<file path="config.mk">
export PLATFORM = sky130hd
export DESIGN_NAME = z80fi_trace_packer
export DESIGN_NICKNAME = d
export VERILOG_FILES = /design/src/rtl/z80fi_trace_packer_pkg.sv /design/src/rtl/z80fi_trace_packer_reg_snapshot.sv /design/src/rtl/z80fi_trace_packer.sv
export SDC_FILE = /design/constraint.sdc
export NUM_CORES = 1
export LEC_CHECK = 0
export CAP_MARGIN = 20
export CORE_ASPECT_RATIO = 1.2
export CORE_MARGIN = 3
export CORE_UTILIZATION = 45
export DETAILED_ROUTE_END_ITERATION = 6
export GPL_ROUTABILITY_DRIVEN = 0
export HOLD_SLACK_MARGIN = 0.12
export MAX_ROUTING_LAYER = met4
export PLACE_DENSITY_LB_ADDON = 0.2
export SLEW_MARGIN = 40
export SYNTH_ARGS = -nofsm -noshare
export SYNTH_HDL_FRONTEND = slang
export SYNTH_HIERARCHICAL = 1
export SYNTH_SLANG_ARGS = --single-unit
export TNS_END_PERCENT = 10
</file>
<file path="constraint.sdc">
create_clock -name clk -period 2.6 [get_ports clk]
set_clock_uncertainty 0.1 [all_clocks]
set_input_delay 0.26 -clock clk [delete_from_list [all_inputs] [get_ports clk]]
set_output_delay 0.26 -clock clk [all_outputs]
set_load 0.02 [all_outputs]
</file>
<file path="src/rtl/z80fi_trace_packer_pkg.sv">
// Shared types and defaults for the z80fi trace packer.
//   regs_t  : architectural register bundle, field order a,f,bc,de,hl,sp,ip
//   state_t : packer FSM encoding
package z80fi_trace_packer_pkg;

    localparam int MAX_LEN_DEF = 4;   // opcode bytes per instruction
    localparam int LEN_W_DEF   = 3;   // width of the length field
    localparam int REGS_W      = 2 * 8 + 5 * 16;

    typedef struct packed {
        logic [7:0]  a;
        logic [7:0]  f;
        logic [15:0] bc;
        logic [15:0] de;
        logic [15:0] hl;
        logic [15:0] sp;
        logic [15:0] ip;
    } regs_t;

    typedef enum logic [1:0] {
        ST_IDLE    = 2'd0,
        ST_CAPTURE = 2'd1,
        ST_EMIT    = 2'd2
    } state_t;

endpackage

</file>
<file path="src/rtl/z80fi_trace_packer_reg_snapshot.sv">
// Load-enable register bank holding one snapshot of the seven core registers.
//   clk, reset_n : clock, async active-low reset (bank clears to 0)
//   load         : capture d this cycle
//   d / q        : packed regs_t bundle in / held copy out
module z80fi_trace_packer_reg_snapshot
    import z80fi_trace_packer_pkg::*;
(
    input  logic              clk,
    input  logic              reset_n,
    input  logic              load,
    input  logic [REGS_W-1:0] d,
    output logic [REGS_W-1:0] q
);

    always_ff @(posedge clk or negedge reset_n) begin
        if (!reset_n)  q <= '0;
        else if (load) q <= d;
    end

endmodule

</file>
<file path="src/rtl/z80fi_trace_packer.sv">
// z80fi retirement packet producer. Tracks insn_start / fetch_valid /
// insn_done from the core and emits one packet per retired instruction.
//   clk, reset_n           : clock, async active-low reset
//   insn_start             : M1 of a new instruction (opens a packet)
//   fetch_valid/fetch_byte : instruction byte stream
//   insn_done              : retirement (closes the packet)
//   core_*                 : live architectural registers
//   z80fi_valid            : one-cycle packet strobe, the cycle after insn_done
//   z80fi_insn/_len        : opcode bytes (first in [7:0]) and byte count
//   z80fi_reg_*_in/_out    : register snapshots at start / retirement
//   z80fi_overflow         : sticky, an instruction had more than MAX_LEN bytes
module z80fi_trace_packer
    import z80fi_trace_packer_pkg::*;
#(
    parameter int MAX_LEN = MAX_LEN_DEF,
    parameter int LEN_W   = LEN_W_DEF
) (
    input  logic                 clk,
    input  logic                 reset_n,
    input  logic                 insn_start,
    input  logic                 fetch_valid,
    input  logic [7:0]           fetch_byte,
    input  logic                 insn_done,
    input  logic [7:0]           core_a,
    input  logic [7:0]           core_f,
    input  logic [15:0]          core_bc,
    input  logic [15:0]          core_de,
    input  logic [15:0]          core_hl,
    input  logic [15:0]          core_sp,
    input  logic [15:0]          core_ip,
    output logic                 z80fi_valid,
    output logic [8*MAX_LEN-1:0] z80fi_insn,
    output logic [LEN_W-1:0]     z80fi_insn_len,
    output logic [7:0]           z80fi_reg_a_in,
    output logic [7:0]           z80fi_reg_f_in,
    output logic [15:0]          z80fi_reg_bc_in,
    output logic [15:0]          z80fi_reg_de_in,
    output logic [15:0]          z80fi_reg_hl_in,
    output logic [15:0]          z80fi_reg_sp_in,
    output logic [15:0]          z80fi_reg_ip_in,
    output logic [7:0]           z80fi_reg_a_out,
    output logic [7:0]           z80fi_reg_f_out,
    output logic [15:0]          z80fi_reg_bc_out,
    output logic [15:0]          z80fi_reg_de_out,
    output logic [15:0]          z80fi_reg_hl_out,
    output logic [15:0]          z80fi_reg_sp_out,
    output logic [15:0]          z80fi_reg_ip_out,
    output logic                 z80fi_overflow
);

    state_t               state_q, state_d;
    logic [8*MAX_LEN-1:0] buf_q, buf_d, cur_buf, pkt_insn_q;
    logic [LEN_W-1:0]     cnt_q, cnt_d, cur_cnt, pkt_len_q;
    logic                 ovf_q, ovf_d, done_cap, valid_q;
    regs_t                core_regs, work_in, pkt_in, pkt_out;

    assign core_regs = {core_a, core_f, core_bc, core_de, core_hl, core_sp, core_ip};

    // cur_* is the open instruction including this cycle's byte; it is what
    // retires on insn_done. A byte arriving with insn_start belongs to the
    // new instruction, never the one being retired.
    always_comb begin
        state_d  = state_q;
        cur_buf  = buf_q;
        cur_cnt  = cnt_q;
        ovf_d    = ovf_q;
        done_cap = (state_q == ST_CAPTURE) && insn_done;

        if (state_q == ST_CAPTURE && fetch_valid && !insn_start) begin
            if (cnt_q == LEN_W'(MAX_LEN)) begin
                ovf_d = 1'b1;
            end else begin
                for (int i = 0; i < MAX_LEN; i++)
                    if (cnt_q == LEN_W'(i)) cur_buf[8*i +: 8] = fetch_byte;
                cur_cnt = cnt_q + 1'b1;
            end
        end

        buf_d = cur_buf;
        cnt_d = cur_cnt;
        if (insn_start) begin
            buf_d = '0;
            cnt_d = '0;
            if (fetch_valid) begin
                buf_d[7:0] = fetch_byte;
                cnt_d      = LEN_W'(1);
            end
        end

        // done+start skips EMIT: the strobe comes from valid_q, and the new
        // instruction must keep capturing bytes during the strobe cycle.
        case (state_q)
            ST_IDLE:    if (insn_start) state_d = ST_CAPTURE;
            ST_CAPTURE: if (insn_done && !insn_start) state_d = ST_EMIT;
            ST_EMIT:    state_d = insn_start ? ST_CAPTURE : ST_IDLE;
            default:    state_d = ST_IDLE;
        endcase
    end

    always_ff @(posedge clk or negedge reset_n) begin
        if (!reset_n) begin
            state_q    <= ST_IDLE;
            buf_q      <= '0;
            cnt_q      <= '0;
            ovf_q      <= 1'b0;
            valid_q    <= 1'b0;
            pkt_insn_q <= '0;
            pkt_len_q  <= '0;
        end else begin
            state_q <= state_d;
            buf_q   <= buf_d;
            cnt_q   <= cnt_d;
            ovf_q   <= ovf_d;
            valid_q <= done_cap;
            if (done_cap) begin
                pkt_insn_q <= cur_buf;
                pkt_len_q  <= cur_cnt;
            end
        end
    end

    // Working start-of-insn snapshot; copied into the packet on retirement so
    // a same-cycle insn_start can overwrite it without corrupting the packet.
    z80fi_trace_packer_reg_snapshot u_in (
        .clk(clk), .reset_n(reset_n), .load(insn_start), .d(core_regs), .q(work_in)
    );
    z80fi_trace_packer_reg_snapshot u_pkt_in (
        .clk(clk), .reset_n(reset_n), .load(done_cap), .d(work_in), .q(pkt_in)
    );
    z80fi_trace_packer_reg_snapshot u_out (
        .clk(clk), .reset_n(reset_n), .load(done_cap), .d(core_regs), .q(pkt_out)
    );

    assign z80fi_valid      = valid_q;
    assign z80fi_insn       = pkt_insn_q;
    assign z80fi_insn_len   = pkt_len_q;
    assign z80fi_overflow   = ovf_q;
    assign z80fi_reg_a_in   = pkt_in.a;
    assign z80fi_reg_f_in   = pkt_in.f;
    assign z80fi_reg_bc_in  = pkt_in.bc;
    assign z80fi_reg_de_in  = pkt_in.de;
    assign z80fi_reg_hl_in  = pkt_in.hl;
    assign z80fi_reg_sp_in  = pkt_in.sp;
    assign z80fi_reg_ip_in  = pkt_in.ip;
    assign z80fi_reg_a_out  = pkt_out.a;
    assign z80fi_reg_f_out  = pkt_out.f;
    assign z80fi_reg_bc_out = pkt_out.bc;
    assign z80fi_reg_de_out = pkt_out.de;
    assign z80fi_reg_hl_out = pkt_out.hl;
    assign z80fi_reg_sp_out = pkt_out.sp;
    assign z80fi_reg_ip_out = pkt_out.ip;

endmodule

</file>
==> summary.md <==
| Metric | Value |
|---|---|
| RSZ-0062 raised after global routing | `false` |
| CTS tree | `yes` |
| Largest net degree at the start of global routing | `95` |
| Post-synth net total | `between 1000 and 1500` |
| GRT Util Overall | `0.199` |
| Worst vdd ir | `0.628 mV` |
| Routed Antenna Nets | `0` |
| Setup_tns | `0 ns` |
| Number of synthesized flops with an enable pin | `0` |
| Reg-to-Reg Start | `state_q[1]` |
| Reg2Reg Setup Slack | `0.56 ns` |
| CTS Buffer Depth | `3` |
| DRC errors left | `0` |
| Dpl ws | `0.313 ns` |
| Synth Flop Type | `dfrtp_1` |
| HPWL after DPL | `approximately 23000 um` |
| Detail-routed net length per standard cell | `19.5 um` |
| Initial DRC count | `around 440` |
| CP Max Fanout | `58` |
| Yosys warning count | `6` |
| Die Area | `about 34000 um2` |
| Core area | `31600 um2` |
| Vias | `8863` |
| Mapped cell area | `between 10000 and 15000 um2` |
| Layout area overhead | `35.2%` |
| Number of global-route vias before repair | `~9500` |
| CTS H-tree lvls | `2` |
| Clk slew on worst S/H paths | `0.06 ns` |
| Die Height | `203 um` |
| Setup Buffers After CTS | `0` |
| Post-CTS Hold Fix Bufs | `3` |
| Status | `finished clean` |
| Share of cells above drive strength 1 | `0.296` |
| Syn Area/Cell | `15.6 um2` |
| Worst-margin pin slew | `between 0.5 and 0.6 ns` |
| IO buf count | `337` |
| Die X | `170 um` |
| Leak | `8.46 nW` |
| CP cell instances | `nand3b_1 -> inv_8 -> buf_12 -> mux2_2` |
| Worst hold path class | `input pin to async pin` |
| Cell area power density | `899 nW/um2` |
| Antenna fix cells | `0` |
| Fmax | `slightly below 0.5 GHz` |
| Reg2reg end | `u_pkt_in/q[16]` |
| Site Rows | `71` |
| Final Critical Period | `2.04 ns` |
| CTS buffer count | `39` |
| Arr. time, crit path | `2.35 ns` |
| Yosys reg bits | `362` |
| Worst setup margin | `around 0.56 ns` |
| Initial core utilization | `0.459` |
| Startpoint Class | `flip-flop` |
| I/O pin count | `roughly 340` |
| Period utilisation layout | `0.786` |
| CTS Sinks | `362` |
| Yosys cell types | `34` |
| Endpoints failing setup | `0` |
| GRT overflow | `0` |
| Avg Vias per Cell | `slightly above 5` |
| Reg2Reg Depth | `4` |
| Max Cap Viol | `0` |
| Final Total Pwr | `17.7 mW` |
| Worst path slowest cell | `dfrtp_1` |
| Sequential area share after synthesis | `0.624` |
| Drt total wl | `33400 um` |
| CTS root buf | `clkbuf_16` |
| First-pass GRT wire length | `53200 um` |
| Async SR Flop Fraction | `1.00` |
| Initial antenna violation count | `0` |
| Max Slew Vio Count | `0` |
| Setup CP Type | `flip-flop to flip-flop` |
| Final hold violations | `0` |
| Drt pass-1 iters | `6` |
| Cells after synthesis | `930` |
| CP peak stage delay | `~0.4 ns` |
| CP endpoint kind | `flip-flop` |
| Worst endpoint required time | `about 2.9 ns` |
| # nets final | `1398` |
| Post-CTS Resized | `0` |
| Max_slew headroom | `0.662` |
| Worst-Skew Late Latency | `0.53 ns` |
logic make-up after synthesis:
family          after synthesis  share of synthesized area
mux                         289                      0.255
simple gates                 89                     0.0302
flops                       362                      0.624
fa+ha+maj                     5                    0.00431
compound gates              112                     0.0451
buf+inv                      73                     0.0414
final cells by class:
| type | instances | area, um2 |
|---|---|---|
| clock inverter | 10 | 133 |
| tap | 401 | 502 |
| multi-input combinational | 495 | 4860 |
| clock buffer | 59 | 1210 |
| inverter | 14 | 60.1 |
| fill | 2409 | 12000 |
| sequential | 362 | 9060 |
| timing repair buffer | 372 | 3810 |
sequential cells by signal (all words and copies together), names as in the netlist:
register,cells
z80fi_insn_len,3
cnt_q,3
state_q,2
u_in/q,96
u_out/q,96
z80fi_overflow,1
u_pkt_in/q,96
z80fi_valid,1
buf_q,32
z80fi_insn,32
worst max path at each step:
stage | startpoint | to | slack [ns] | depth (start not counted)
after global routing | state_q[1] | u_out/q[43] | 0.46 | 4
after global placement | insn_done | u_out/q[46] | 0.35 | 5
after detailed placement | insn_done | u_out/q[44] | 0.31 | 5
after floorplan | state_q[1] | u_out/q[54] | 0.60 | 8
final | state_q[1] | u_pkt_in/q[16] | 0.56 | 4
after CTS | state_q[1] | u_pkt_in/q[16] | 0.56 | 4
power breakdown:
group	total [mW]	leakage [nW]	switching, mW	internal [mW]
clock	5.71	0.669	2.19	3.52
sequential	7.18	4.32	0.559	6.62
combinational	4.77	3.47	2.21	2.57
total	17.7	8.46	4.96	12.7
layout by cell type (no fill, tap or decap), drive strengths merged, types with 24 or more instances in the layout:
master,netlist,routed
o21ai,35,35
buf,52,35
dfrtp,362,362
clkdlybuf4s50,0,335
mux2,288,288
nor2,38,38
a31oi,33,33
nand4,24,24
a21oi,29,29
clkbuf,7,59
through the flow:
step | instances | util | instance area (um2) | hold WS [ns]
2_1_floorplan | 930 | - | 14500 | -0.136
3_3_place_gp | 1641 | 0.577 | 18300 | 0.0619
3_5_place_dp | 1641 | 0.577 | 18300 | 0.0636
4_1_cts | 1713 | 0.621 | 19600 | 0.222
5_1_grt | 1713 | 0.621 | 19600 | 0.230
6_report | 1713 | 0.621 | 19600 | 0.233
synth_stat cells (2+ instances only):
library cell	number	area [um2]
o21ai_0	35	175
o311ai_1	2	17.5
o311ai_0	6	52.6
clkbuf_2	4	20.0
nand3_1	8	40.0
a21oi_1	29	145
o211ai_1	2	15.0
nand2_1	10	37.5
dfrtp_1	362	9060
a41oi_1	2	17.5
mux2_4	120	1800
nand2b_1	4	25.0
clkbuf_1	3	11.3
buf_8	4	60.1
buf_12	12	240
a31oi_1	33	206
mux2_2	168	1890
nand4_1	24	150
ha_1	5	62.6
and2_1	2	12.5
buf_6	6	67.6
inv_1	13	48.8
buf_2	27	135
buf_1	2	7.51
nor2_1	38	143
routing by layer:
| layer | vias to the layer above | GRT usage | part of all wire |
|---|---|---|---|
| met1 | 4451 | 0.259 | 0.43 |
| met4 | 0 | 0.0559 | 0.023 |
| li1 | 4042 | - | - |
| met5 | - | - | 0 |
| met3 | 56 | 0.0629 | 0.081 |
| met2 | 314 | 0.305 | 0.47 |
worst max-delay path: cells and delay by family, from the launching register on:
kind / cells / cell delay, ns
buf+inv: 2 / 0.59
flops: 1 / 0.40
simple gates: 1 / 0.37
mux: 1 / 0.39
Note: power is estimated with default switching activity, not from simulation.
